### src/rtl/spi_driver_pkg.sv
// Shared types and sizing helpers for the free-running SPI receive master.
package spi_driver_pkg;

   localparam int DATA_BITS = 8;

   typedef enum logic [1:0] {
      IDLE,
      SETUP,
      XFER,
      DONE
   } state_t;

   // Width for one counter that serves both the SCLK divider and the inter-frame gap.
   function automatic int cnt_width(input int clk_div, input int idle_cycles);
      int max_val;
      max_val = (clk_div > idle_cycles) ? clk_div : idle_cycles;
      return $clog2(max_val + 1);
   endfunction

endpackage

### src/rtl/spi_driver_if.sv
// SPI pin bundle plus the received-byte output of spi_driver.
interface spi_driver_if;
   import spi_driver_pkg::*;

   logic                 miso;
   logic                 cs;
   logic                 sclk;
   logic [DATA_BITS-1:0] data_out;
   logic                 data_valid;

   modport master (input miso, output cs, sclk, data_out, data_valid);
   modport slave  (output miso, input cs, sclk, data_out, data_valid);

endinterface

### src/rtl/sync_2ff.sv
// Two-flop synchronizer for one asynchronous input bit; resets to 0.
module sync_2ff (
   input  logic clk,
   input  logic rst_n,
   input  logic i_d,
   output logic o_q
);

   logic r_meta;
   logic r_sync;

   always_ff @(posedge clk or negedge rst_n) begin
      if (!rst_n) begin
         r_meta <= 1'b0;
         r_sync <= 1'b0;
      end else begin
         r_meta <= i_d;
         r_sync <= r_meta;
      end
   end

   assign o_q = r_sync;

endmodule

### src/rtl/spi_driver.sv
// Free-running mode-0 SPI master that reads one byte per frame from MISO, MSB first.
// Define SPI_DRIVER_MISO_SYNC_EN to pass MISO through a 2-flop synchronizer (needs CLK_DIV >= 3).
module spi_driver
   import spi_driver_pkg::*;
#(
   parameter int CLK_DIV     = 4,
   parameter int IDLE_CYCLES = 16
) (
   input  logic          clk,
   input  logic          rst_n,
   spi_driver_if.master  bus
);

   localparam int CW = cnt_width(CLK_DIV, IDLE_CYCLES);
   localparam int BW = $clog2(DATA_BITS + 1);

   localparam logic [CW-1:0] DIV_LAST  = CW'(CLK_DIV - 1);
   localparam logic [CW-1:0] IDLE_LAST = CW'(IDLE_CYCLES - 1);
   localparam logic [BW-1:0] BITS_LAST = BW'(DATA_BITS);

   state_t               r_state,      w_state_nxt;
   logic [CW-1:0]        r_cnt,        w_cnt_nxt;
   logic [BW-1:0]        r_bit_cnt,    w_bit_cnt_nxt;
   logic [DATA_BITS-1:0] r_shift,      w_shift_nxt;
   logic                 r_cs,         w_cs_nxt;
   logic                 r_sclk,       w_sclk_nxt;
   logic [DATA_BITS-1:0] r_data_out,   w_data_out_nxt;
   logic                 r_data_valid, w_data_valid_nxt;
   logic                 w_miso;

`ifdef SPI_DRIVER_MISO_SYNC_EN
   sync_2ff u_miso_sync (
      .clk   (clk),
      .rst_n (rst_n),
      .i_d   (bus.miso),
      .o_q   (w_miso)
   );
`else
   assign w_miso = bus.miso;
`endif

   // NOTE: every next-value is defaulted before the case so no path leaves one unassigned (no latches).
   always_comb begin
      w_state_nxt      = r_state;
      w_cnt_nxt        = r_cnt + CW'(1);
      w_bit_cnt_nxt    = r_bit_cnt;
      w_shift_nxt      = r_shift;
      w_cs_nxt         = r_cs;
      w_sclk_nxt       = r_sclk;
      w_data_out_nxt   = r_data_out;
      w_data_valid_nxt = 1'b0;

      case (r_state)
         IDLE: begin
            w_cs_nxt   = 1'b1;
            w_sclk_nxt = 1'b0;
            if (r_cnt == IDLE_LAST) begin
               w_state_nxt   = SETUP;
               w_cnt_nxt     = '0;
               w_cs_nxt      = 1'b0;
               w_bit_cnt_nxt = '0;
            end
         end
         SETUP: begin
            if (r_cnt == DIV_LAST) begin
               w_state_nxt   = XFER;
               w_cnt_nxt     = '0;
               w_sclk_nxt    = 1'b1;
               w_shift_nxt   = {r_shift[DATA_BITS-2:0], w_miso};
               w_bit_cnt_nxt = BW'(1);
            end
         end
         XFER: begin
            if (r_cnt == DIV_LAST) begin
               w_cnt_nxt = '0;
               if (r_sclk) begin
                  w_sclk_nxt = 1'b0;
                  if (r_bit_cnt == BITS_LAST) begin
                     w_state_nxt = DONE;
                  end
               end else begin
                  // Sample on the same edge that raises SCLK, matching the SETUP exit.
                  w_sclk_nxt    = 1'b1;
                  w_shift_nxt   = {r_shift[DATA_BITS-2:0], w_miso};
                  w_bit_cnt_nxt = r_bit_cnt + BW'(1);
               end
            end
         end
         DONE: begin
            if (r_cnt == DIV_LAST) begin
               w_state_nxt      = IDLE;
               w_cnt_nxt        = '0;
               w_cs_nxt         = 1'b1;
               w_data_out_nxt   = r_shift;
               w_data_valid_nxt = 1'b1;
               w_bit_cnt_nxt    = '0;
            end
         end
         default: begin
            w_state_nxt = IDLE;
            w_cnt_nxt   = '0;
         end
      endcase
   end

   // NOTE: sequential state uses non-blocking assignments so all registers update together.
   always_ff @(posedge clk or negedge rst_n) begin
      if (!rst_n) begin
         r_state      <= IDLE;
         r_cnt        <= '0;
         r_bit_cnt    <= '0;
         r_shift      <= '0;
         r_cs         <= 1'b1;
         r_sclk       <= 1'b0;
         r_data_out   <= '0;
         r_data_valid <= 1'b0;
      end else begin
         r_state      <= w_state_nxt;
         r_cnt        <= w_cnt_nxt;
         r_bit_cnt    <= w_bit_cnt_nxt;
         r_shift      <= w_shift_nxt;
         r_cs         <= w_cs_nxt;
         r_sclk       <= w_sclk_nxt;
         r_data_out   <= w_data_out_nxt;
         r_data_valid <= w_data_valid_nxt;
      end
   end

   assign bus.cs         = r_cs;
   assign bus.sclk       = r_sclk;
   assign bus.data_out   = r_data_out;
   assign bus.data_valid = r_data_valid;

endmodule

### src/flat_wrapper.sv
// flat-port wrapper written by rule: the top's interface ports become plain ports
module spi_driver_flat import spi_driver_pkg::*;
#(
   parameter int CLK_DIV     = 4,
   parameter int IDLE_CYCLES = 16
)
  (clk, rst_n, bus_miso, bus_cs, bus_sclk, bus_data_out, bus_data_valid);
  spi_driver_if bus_i ();
  input  logic clk;
  input  logic rst_n;
  input wire logic [$bits(bus_i.miso)-1:0] bus_miso;
  output wire logic [$bits(bus_i.cs)-1:0] bus_cs;
  output wire logic [$bits(bus_i.sclk)-1:0] bus_sclk;
  output wire logic [$bits(bus_i.data_out)-1:0] bus_data_out;
  output wire logic [$bits(bus_i.data_valid)-1:0] bus_data_valid;
  assign bus_i.miso = bus_miso;
  assign bus_cs = bus_i.cs;
  assign bus_sclk = bus_i.sclk;
  assign bus_data_out = bus_i.data_out;
  assign bus_data_valid = bus_i.data_valid;
  spi_driver #(.CLK_DIV(CLK_DIV), .IDLE_CYCLES(IDLE_CYCLES)) u_core (.clk(clk), .rst_n(rst_n), .bus(bus_i));
endmodule
### config.mk
export PLATFORM = sky130hd
export DESIGN_NAME = spi_driver_flat
export DESIGN_NICKNAME = d
export VERILOG_FILES = /design/src/rtl/spi_driver_pkg.sv /design/src/rtl/spi_driver_if.sv /design/src/rtl/sync_2ff.sv /design/src/rtl/spi_driver.sv /design/src/flat_wrapper.sv
export SDC_FILE = /design/constraint.sdc
export NUM_CORES = 1
export LEC_CHECK = 0
export ABC_CLOCK_PERIOD_IN_PS = 2800
export BUFFER_PORTS_ARGS = -buffer_cell sky130_fd_sc_hd__clkbuf_2
export CORE_ASPECT_RATIO = 1.25
export CORE_UTILIZATION = 40
export CTS_CLUSTER_DIAMETER = 50
export DETAILED_ROUTE_END_ITERATION = 8
export GPL_TIMING_DRIVEN = 0
export PLACE_DENSITY_LB_ADDON = 0.15
export SLEW_MARGIN = 30
export SYNTH_ARGS = -nofsm -noshare
export SYNTH_HDL_FRONTEND = slang
export SYNTH_HIERARCHICAL = 1
export SYNTH_SLANG_ARGS = --single-unit
### constraint.sdc
create_clock -name clk -period 2.8 [get_ports clk]
set_clock_uncertainty 0.05 [all_clocks]
set_input_delay 0.28 -clock clk [delete_from_list [all_inputs] [get_ports clk]]
set_output_delay 0.28 -clock clk [all_outputs]
set_load 0.02 [all_outputs]
Word-level counts from Yosys, hierarchy flattened

Index checks and enable logic that the tools add are counted.

Add/subtract/negate cells: 2
Eq/ne operators: 13
Multiplexer cells: 28
Reductions and logical operators: 11

Operator list:

| operator                                                                 | count |
|---|---|
| 8-bit 2-to-1 mux                                                         | 3 |
| 4-bit 2-to-1 mux                                                         | 5 |
| 4-bit one-hot mux with 4 select lines                                    | 1 |
| 8-bit one-hot mux with 2 select lines                                    | 1 |
| 2-bit 2-to-1 mux                                                         | 6 |
| 2-bit by 1-bit inequality test with 1-bit output (second input constant) | 6 |
| 5-bit 2-to-1 mux                                                         | 2 |
| 5-bit one-hot mux with 2 select lines                                    | 1 |
| 2-bit one-hot mux with 4 select lines                                    | 1 |
| 1-bit 2-to-1 mux                                                         | 6 |
| 6-bit AND reduction                                                      | 1 |
| 5-bit by 1-bit adder with 5-bit output (second input constant)           | 1 |
| 5-bit by 2-bit == test with 1-bit output (second input constant)         | 1 |
| 5-bit by 4-bit == test with 1-bit output (second input constant)         | 1 |
| 5-bit AND reduction                                                      | 1 |
| 4-bit by 1-bit adder with 4-bit output (second input constant)           | 1 |
| 2-bit == test (second input constant)                                    | 2 |
| 4-bit == test (second input constant)                                    | 1 |
| 2-bit AND reduction                                                      | 2 |
| 4-bit AND reduction                                                      | 1 |
| 2-bit nonzero test                                                       | 2 |
| 1-bit one-hot mux with 3 select lines                                    | 1 |
| 3-bit AND reduction                                                      | 1 |
| 3-bit nonzero test                                                       | 1 |
| other kinds (5)                                                          | 5 |

Register bits after elaboration: 30
Logic and storage cells: 62

Depth between registers and ports, before layout

Depth in word-level cells: 5
Mapped depth: 6

Worst setup path before layout

Ideal clock, no wire load.

Path type: register -> register
From: register u_core.r_cnt[0]
To: register u_core.r_shift[0]
Setup time: 125 ps
Data arrival time: 1868 ps
Data required time: 2625 ps
Path slack: 757 ps
Cell stages (with the launch flop): 6
Period minus slack after synthesis: 2043 ps
Cell sequence: dfrtp_1 > ha_1 > or4b_1 > buf_2 > a211oi_4 > mux2_2

Longest elaborated chain between the ends: 3

RTL lines:

| what                                                       | RTL line                           | RTL |
|---|---|---|
| from (decl)                                                | spi_driver.sv:22                   | `logic [CW-1:0] r_cnt, w_cnt_nxt;` |
| from (signal assigned)                                     | spi_driver.sv:119                  | `r_cnt <= w_cnt_nxt;` |
| 5-bit by 2-bit == test with 1-bit output (*)               | spi_driver.sv:65, spi_driver.sv:74 |  |
| 2-bit by 1-bit inequality test with 1-bit output (no line) | n/a                                |  |
| 4-bit AND reduction (no line) (*)                          | n/a                                |  |
| to (signal assigned)                                       | spi_driver.sv:121                  | `r_shift <= w_shift_nxt;` |
| to (decl)                                                  | spi_driver.sv:24                   | `logic [DATA_BITS-1:0] r_shift, w_shift_nxt;` |

Every way passes the cells marked *; elsewhere a longest branch is shown, timed or not.
A chain may end at the register's enable or synchronous reset.

Final worst setup path

From: register u_core.r_state[0]
To: register u_core.r_shift[5]

Longest elaborated chain between the ends: 3

RTL lines:

| what                                                                             | RTL line          | RTL |
|---|---|---|
| from (decl)                                                                      | spi_driver.sv:21  | `state_t r_state, w_state_nxt;` |
| from (signal assigned)                                                           | spi_driver.sv:118 | `r_state <= w_state_nxt;` |
| 2-bit == test / 2-bit by 1-bit == test with 1-bit output (equally long branches) | spi_driver.sv:53  | `case (r_state)` |
| 2-bit inequality test (no line) (tied with other cells)                          | n/a               |  |
| 4-bit AND reduction (no line)                                                    | n/a               |  |

Parallel ways exist; a longest one is shown, timed or not.

==> impl_metrics.ini <==
[yosys]
synth_warnings = 6
yosysTopAreaCell = dfrtp_1
synth_edf_count = 0
synth.area.top_cells = dfrtp_1 (51%), mux2_2 (15%), ha_1 (8.7%)
ys_seq_area_share_pct = 52.4
ys_ff_latch = 30
synthTopCellsByCount = dfrtp_1 (29), mux2_2 (19), ha_1 (10)
synth_fp_nets = 124
synth_top_area_share_pct = 50.5
syn_area_per_cell_um2 = 12.9
synthArstFlopShare_pct = 100
netlist_area_um2 = 1440
synth_most_common_cell = dfrtp_1
synth_cell_types = 31
synthCells = 111
synth_ff_type = dfrtp_1

[cts]
cts_tree = done
cts_hold_buf = 0
clkTransAtPathRegs_ps = 70
cts_sinks = 30
cts-root-buf = clkbuf_8
htreeDepth = 2
numCtsBuffers = 5
postCtsSetupBuffers = 0
cts_buffer_depth = 2
cts_resized = 0
clk_latency_ps = 290

[worst_setup_path]
r2r-start = u_core/r_state[0]
crit_slowest_cell = a211oi_4
path_max_fanout = 10
worst-path-buf-inv = 2
cp-end-kind = flip-flop
cpLargestDelayFamily = buffers and inverters
critPathMaxStageDelay_ps = 420
regToRegEndpoint = u_core/r_shift[5]
worstPathArrival_ps = 2410
r2r_cells = 6
path_class = flip-flop to flip-flop
timing.critical_path.from_type = flip-flop
crit_chain = inv_1, ha_1, buf_1, nor2_1, a211oi_4, mux2_2
r2r_slack_ps = 510
cp.required_ps = 2920

[floorplanning]
pin_count = 14
core_area_um2 = 3450
dieArea_um2 = 3840
die_w_um = 55.6
initial_utilization_pct = 41.6
die_y_um = 69
rows = 24

[status]
outcome = finished, violations left
violations = negative hold slack

[route]
wl_met3_um = 86
num_vias = 858
drtIter0Drc = 24
drc = 0
dr.pass1.iters = 4
wl_met1_mm = 1.12
met2_length_mm = 1.03
finalWirelength_mm = 2.31
route.top_layer_used = met4
wire_per_inst_um = 13.5
avgViaCountPerCell = 5.02
drtAntennaViolNets = 0

[power_and_ir_drop]
comb_power_share_pct = 1.4
finalPower_uw = 817
power_density_nw_per_um2 = 497
ir_drop_uv = 337
internal_power_uw = 637
p_seq_share_pct = 53.7
switching_share_pct = 22.1
p_sw_uw = 180
pwr-share-clk_pct = 44.9
p_leak_nw = 0.794

[sta]
rsz0062_at_grt = false
worstMarginPinSlew_ps = 724
fin_tns_setup_ps = 0
slew_headroom_pct = 51.7
period_share_pct = 81.8
min_period_ps = 2290
drv_slew = 0
setup_viol = 0
fmax_ghz = 0.436
whs_ps = -19.3
hold_viol_final = 25

[global_route]
grt_pass1_vias = 891
grt_max_degree = 31
gr-total-overflow = 0
track_usage_pct = 14.3
antenna_found_initial = 0
grt_pass1_wl_mm = 4.04

[final_layout]
nets = 144
drive_above_1_share_pct = 33.3
multi_input_area_um2 = 646
final_area_um2 = 1650
fin_util_pct = 47.6
seq_area_um2 = 752
fillCellCount = 315
area_growth_pct = 14.5
antenna_cells = 0

[place]
dpl-instance-area_um2 = 1550
place.gp.congestion = 0.710
dp_hpwl_mm = 1.60
port_buffers = 13

[hold_path]
hold_path.class = primary input to async pin

[run]
max_cap_viol_count = 0
[state kept, by name, summed over array words and instances, names as in the netlist]
register,cells
u_core/bus.data_out,8
u_core/r_shift,8
u_core/r_cnt,5
u_core/r_bit_cnt,4
u_core/r_state,2
u_core/bus.cs,1
u_core/bus.data_valid,1
u_core/bus.sclk,1
[routing by layer]
layer / up-vias / track usage (%)
met2: 12 / 21.7
met4: 0 / 9.17
li1: 430 / -
met5: - / 0
met3: 6 / 5.63
met1: 410 / 16.6
[power groups by stage]
stage	Clock, mW	Combinational, mW	Sequential, mW
floorplan	0	0.00260	0.446
global placement	0	0.0124	0.446
detailed placement	0	0.0127	0.447
CTS	0.377	0.0128	0.438
global route	0.399	0.0142	0.439
finish	0.367	0.0117	0.438
[metrics by stage]
stage | hold WS [ps] | setup slack, ps | instances
after floorplan | -65.6 | 757 | 111
after global placement | 324 | 546 | 163
after detailed placement | 333 | 534 | 163
after CTS | 19.4 | 501 | 171
after global routing | 39.7 | 321 | 171
final | -19.3 | 509 | 171
[cell type report]
| cell class | instances | area share, % |
|---|---|---|
| buffer | 2 | 0.532 |
| clock buffer | 6 | 5.02 |
| clock inverter | 2 | 0.760 |
| inverter | 8 | 1.83 |
| multi-input combinational | 71 | 39.2 |
| sequential | 30 | 45.7 |
| tap | 39 | 2.97 |
| timing repair buffer | 13 | 3.95 |
[logic make-up after synthesis]
| logic type | count (synthesis) | synth area share (%) |
|---|---|---|
| adders and majority gates | 10 | 8.71 |
| AOI/OAI and AO/OA | 12 | 8.36 |
| xor gates and xnor gates | 3 | 1.83 |
| buffers and inverters | 10 | 2.70 |
| muxes | 22 | 17.0 |
| DFF | 30 | 52.4 |
| and+or+nand+nor | 24 | 9.06 |
[worst max path at each step]
stage / slack (ps) / start / cells after the start / end
after CTS: 500 / u_core/r_state[0] / 6 / u_core/r_shift[2]
after global placement: 550 / u_core/r_state[0] / 6 / u_core/r_shift[4]
after floorplan: 760 / u_core/r_cnt[0] / 5 / u_core/r_shift[0]
after detailed placement: 530 / u_core/r_state[0] / 6 / u_core/r_shift[5]
after global routing: 320 / u_core/r_state[0] / 6 / u_core/r_shift[2]
final: 510 / u_core/r_state[0] / 6 / u_core/r_shift[5]
[placed cells by master (no fill, tap or decap), types with 2 or more instances in the layout]
cell / instances
or3_1: 2
nor2b_1: 2
xor2_1: 2
dfrtp_1: 29
inv_1: 8
nand2_1: 5
nor2_1: 5
and3_1: 2
clkbuf_8: 6
nand3_1: 3
mux2_2: 19
mux2i_1: 3
o21ai_0: 2
clkbuf_2: 13
nand2b_1: 2
ha_1: 10
No activity file was read; power rests on OpenSTA's default activity.
